$ cat src/rtl/debounce_switches.sv
// Four-channel switch debouncer: each raw input is synchronized, then accepted
// only after holding a new level for DEBOUNCE_LIMIT consecutive cycles.
module debounce_switches #(
  parameter int DEBOUNCE_LIMIT = 250000
) (
  input  logic i_Clk,
  input  logic i_Reset,
  input  logic i_Switch_1,
  input  logic i_Switch_2,
  input  logic i_Switch_3,
  input  logic i_Switch_4,
  output logic o_Switch_1,
  output logic o_Switch_2,
  output logic o_Switch_3,
  output logic o_Switch_4,
  output logic o_Release_1,
  output logic o_Release_2,
  output logic o_Release_3,
  output logic o_Release_4
);

  localparam int CNT_W = (DEBOUNCE_LIMIT > 2) ? $clog2(DEBOUNCE_LIMIT) : 1;
  localparam logic [CNT_W-1:0] CNT_MAX = CNT_W'(DEBOUNCE_LIMIT - 1);

  logic [3:0]       raw;
  logic [3:0]       sync1_q, sync1_d;
  logic [3:0]       sync2_q, sync2_d;
  logic [3:0]       state_q, state_d;
  logic [3:0]       release_q, release_d;
  logic [CNT_W-1:0] cnt_q [4];
  logic [CNT_W-1:0] cnt_d [4];

  assign raw = {i_Switch_4, i_Switch_3, i_Switch_2, i_Switch_1};

  // Per channel: counter only runs while the synchronized level disagrees with
  // the accepted level, so any bounce back to the accepted level restarts it.
  always_comb begin
    sync1_d   = raw;
    sync2_d   = sync1_q;
    state_d   = state_q;
    release_d = '0;
    for (int ch = 0; ch < 4; ch++) begin
      cnt_d[ch] = '0;
      if (sync2_q[ch] != state_q[ch]) begin
        if (cnt_q[ch] == CNT_MAX) begin
          state_d[ch]   = sync2_q[ch];
          release_d[ch] = ~sync2_q[ch];
        end else begin
          cnt_d[ch] = cnt_q[ch] + 1'b1;
        end
      end
    end
  end

  always_ff @(posedge i_Clk) begin
    if (i_Reset) begin
      sync1_q   <= '0;
      sync2_q   <= '0;
      state_q   <= '0;
      release_q <= '0;
      for (int ch = 0; ch < 4; ch++) cnt_q[ch] <= '0;
    end else begin
      sync1_q   <= sync1_d;
      sync2_q   <= sync2_d;
      state_q   <= state_d;
      release_q <= release_d;
      for (int ch = 0; ch < 4; ch++) cnt_q[ch] <= cnt_d[ch];
    end
  end

  assign o_Switch_1  = state_q[0];
  assign o_Switch_2  = state_q[1];
  assign o_Switch_3  = state_q[2];
  assign o_Switch_4  = state_q[3];
  assign o_Release_1 = release_q[0];
  assign o_Release_2 = release_q[1];
  assign o_Release_3 = release_q[2];
  assign o_Release_4 = release_q[3];

endmodule

$ cat config.mk
export PLATFORM = sky130hd
export DESIGN_NAME = debounce_switches
export DESIGN_NICKNAME = d
export VERILOG_FILES = /design/src/rtl/debounce_switches.sv
export SDC_FILE = /design/constraint.sdc
export NUM_CORES = 1
export LEC_CHECK = 0
export CORE_ASPECT_RATIO = 0.5
export CORE_MARGIN = 2
export CORE_UTILIZATION = 55
export DETAILED_ROUTE_END_ITERATION = 8
export PLACE_DENSITY = 0.73
export SKIP_LAST_GASP = 1
export SLEW_MARGIN = 20
export SYNTH_ARGS = -nofsm -noshare
export SYNTH_HDL_FRONTEND = slang
export SYNTH_SLANG_ARGS = --single-unit
$ cat constraint.sdc
create_clock -name i_Clk -period 2.38 [get_ports i_Clk]
set_clock_uncertainty 0.15 [all_clocks]
set_input_delay 0.476 -clock i_Clk [delete_from_list [all_inputs] [get_ports i_Clk]]
set_output_delay 0.476 -clock i_Clk [all_outputs]
set_load 0.1 [all_outputs]
; Yosys cells after proc, flatten, opt, wreduce, memory -nomap -nowiden
; Memory sizes are Yosys's and may differ from the RTL's.
; Cells that the tools add are included.
[op_classes]
n_addsub = 4
n_eq_ne = 8
mux = 15
n_bitwise = 16
reduce_logical = 8
[ops]
columns = operator, count
row1 = $mux W18, 12
row2 = $add A18 B1 Y18 const B, 4
row3 = $eq A18 B18 Y1 const B, 4
row4 = $not A1 Y1, 12
row5 = $reduce_or A3 Y1, 4
row6 = $reduce_and A2 Y1, 4
row7 = $ne A1 B1 Y1, 4
row8 = $or A1 B1 Y1, 4
row9 = $mux W1, 3
[word_totals]
regBits = 16
ram_bits = 72
inputBits = 6
out_inout_bits = 8
word_cells = 62
memories = 1
[memory_table]
columns = name, depth, word_bits, rd, rd_ports_with_merged_regs, write_ports, line
row1 = cnt_q, 4, 18, 4, 0, 4, 30  ; logic [CNT_W-1:0] cnt_q [4];

; Depth between registers and ports, before layout
[logic_depth]
word_depth = 4
mapped_depth = 6
depth_no_buf = 5

; Least setup slack after synthesis
; Ideal clock, no wire load.
[synth_path]
kind = reg-to-reg
startpoint = reg state_q[2]
endpoint = mem cnt_q[2][10] (netlist bit)
setup_time_ps = 117
arrival_time_ps = 1747
required_time_ps = 2113
slack_ps = 366
path_stages_with_launch = 6
path_buffers = 1
period_less_slack_ps = 2014
cell_sequence = dfxtp_1 xnor2_1 nor2_1 o21ai_1 buf_2 nor2_1
[synth_lines]
columns = item, line
row1 = from (decl), 28  ; logic [3:0] state_q, state_d;
row2 = from (signal assigned), 65  ; state_q <= state_d;
row3 = to (decl), 30

==> out/qor.csv <==
metric,value,unit
FMAX,0.458,GHz
Post-CTS Resized,0,
mean cell area of the mapped netlist,8.87,um^2
synth-to-layout area growth,14.2,%
number of fillers in the final layout,550,
met2 Usage GRT,36.0,%
"Distinct cells, synth",41,
Final Setup Violations,0,
Setup crit start kind,register,
Post-Layout Cell Count,547,
CTS tree,yes,
busiest layer in global routing,met2,
top cell type's share of synthesized area,46.6,%
post-DP HPWL,5120,um
Die Span Y,62.6,um
DRC,0,
cell area after layout,4320,um^2
clock tree sinks,88,
reg2reg setup slack,0.20,ns
Synth warnings,0,
Post-DRT Antenna Nets,0,
post-route minimum period,2.18,ns
Min-Delay Path Class,reg2reg,
Mapped Cells,426,
setup TNS,0,ns
Initial Util,56.6,%
Routed wire per std cell,13.5,um
"Slew Viols, Final",0,
area of placed instances,4030,um^2
cell area after synthesis,3780,um^2
1st-iter DRT viols,201,
first-pass detailed-route iteration total,4,
Routability Congestion,0.835,
clk root buf,clkbuf_16,
register bit count reported by yosys,88,
multi-input combinational cell area,1950,um^2
Max Buffers Root-to-Sink,2,
final hold viol count,0,
Rel. slew slack,62.0,%
layout cells sized above 1,9.23,%
Crit. End Element,register,
mux contribution to synthesized area,0.265,%
clock latency on the worst-skew pair,0.34,ns
largest family of logic cells by synthesized area,simple AND/OR/NAND/NOR gates,
worst slew pin tran,0.565,ns
CTS H-tree lvls,3,
met1 Usage GRT,25.9,%
DRT Wirelength,7380,um
Total Routing Usage GR,21.5,%
WP data arrival,2.26,ns
Final nets,461,
drt via density,5.52,
period utilization,91.7,%
I/O Buffers,13,
Post-synth EDFFs,0,
status,finished clean,
maximum VDD drop,0.372,mV
Area contributors post-synth,"dfxtp_1 47%, xnor2_1 12%, nor2_1 7.7%",
"Setup Fix Bufs, Post-CTS",0,
total number of vias,3018,
Reg area,1760,um^2
DIE AREA,7590,um^2
chip width,121,um
Compound-Gate Fraction of Synth Area,4.50,%
I/O Pins,14,
n_diodes,0,
initial antenna violation count,0,
Core ar.,6670,um^2
Yosys top cell by area,dfxtp_1,
largest net degree at the start of global routing,19,
ys async rst share,0,%
Inserted Clock Buffers,9,
CP Class,reg2reg,
first-pass GRT wire length,13200,um
placed insts,532,
global route overflow,0,
clock-pin slew on the worst setup and hold paths,0.06,ns
vias in the first global route,2990,
met3 usage,7.12,%
worst endpoint required time,2.46,ns
Std-Cell Rows,21,
RSZ-0062 raised after global routing,false,
Power Density,673,nW/um^2
adder-cell share of the synthesized area,1.32,%
Hold Buf Count CTS,0,
r2r worst-path depth,6,
crit-path max FO,11,
final design utilization,64.7,%
register area share after synthesis,46.6,%
"Net Count, Synth",436,
fraction of synthesized cell area in xor and xnor cells,13.7,%
Max-Cap Viols,0,
Hold Path Stages,1,
Synth Area in Simple Gates,31.8,%
Main synth FF type,dfxtp_1,
Leak,1.27,nW
## power by group
| group | total [mW] | internal [mW] | switching, mW |
|---|---|---|---|
| Clock | 1.38 | 0.830 | 0.547 |
| Combinational | 0.0394 | 0.0202 | 0.0191 |
| Sequential | 1.49 | 1.48 | 0.00566 |
## layout by cell type, fill, tap and decap left out, types with 5 or more instances in the layout
master,n
dfxtp_1,88
nor2_1,77
xnor2_1,52
nand3_1,27
nor4_1,22
nand2_1,20
nand4_1,17
nor3_1,16
buf_4,15
inv_1,11
a21oi_1,10
nor2b_1,9
clkbuf_16,9
o21ai_0,8
and3_1,7
xor2_1,7
or3_1,7
clkdlybuf4s50_1,5
## final timing paths
check,start,to
max,cnt_q[0][0]$_SDFF_PP0_,cnt_q[0][2]$_SDFF_PP0_
min reg2reg,sync1_q[0]$_SDFF_PP0_,sync2_q[0]$_SDFF_PP0_
max reg2reg,cnt_q[0][0]$_SDFF_PP0_,cnt_q[0][2]$_SDFF_PP0_
min,sync1_q[0]$_SDFF_PP0_,sync2_q[0]$_SDFF_PP0_
## critical path, stage by stage (launching register included)
cell	delay, ns
dfxtp_1	0.42
ha_1	0.25
nand3_1	0.12
or4_1	0.54
o21ai_2	0.29
buf_4	0.24
nor2_1	0.07
## area by class of cell
type | instances | share of cell area (%)
multi-input cells | 321 | 45.1
repair buffers | 20 | 3.77
well taps | 92 | 2.67
clock inverters | 4 | 1.04
inverters | 11 | 0.957
clock buffers | 11 | 5.62
flip-flops and latches | 88 | 40.8
## synth_stat cells, types with 2 or more instances
| library cell | instances |
|---|---|
| ha_1 | 4 |
| nor3b_1 | 2 |
| inv_1 | 11 |
| nor4bb_1 | 2 |
| xor2_1 | 7 |
| or3_1 | 7 |
| o21ai_0 | 8 |
| nand4_1 | 17 |
| nand2_1 | 20 |
| or2_2 | 4 |
| nand2b_1 | 4 |
| nor4_1 | 22 |
| or4_1 | 4 |
| o21ai_2 | 2 |
| nor2_1 | 77 |
| dfxtp_1 | 88 |
| and3_1 | 7 |
| and2_1 | 2 |
| buf_2 | 4 |
| nor2b_1 | 9 |
| nand3_1 | 27 |
| a21oi_1 | 10 |
| nor4b_1 | 2 |
| nand3_2 | 2 |
| nor3_1 | 16 |
| and4_1 | 2 |
| xnor2_1 | 52 |
## flip-flops by register name (all words and copies together), names as in the netlist
signal     flops
cnt_q         72
sync1_q        4
state_q        4
release_q      4
sync2_q        4
## cell families after synthesis
group	count (synthesis)
compound gates	27
xor+xnor	59
fa+ha+maj	4
buf+inv	17
flops	88
mux	1
simple gates	230
## routing by layer
| layer | up-vias | share of wire [%] |
|---|---|---|
| li1 | 1538 | - |
| met1 | 1422 | 46 |
| met2 | 47 | 48 |
| met3 | 11 | 3.9 |
| met4 | 0 | 1.4 |
| met5 | - | 0 |
## per-stage QoR
stage / hold slack [ns] / worst slack, ns / total power [mW]
6_report: 0.291 / 0.197 / 2.90
5_1_grt: 0.304 / 0.0606 / 3.01
4_1_cts: 0.292 / 0.205 / 2.93
3_5_place_dp: 0.274 / 0.234 / 1.56
3_3_place_gp: 0.270 / 0.332 / 1.56
2_1_floorplan: 0.264 / 0.366 / 1.54
Power figures use the tool's default switching activity.
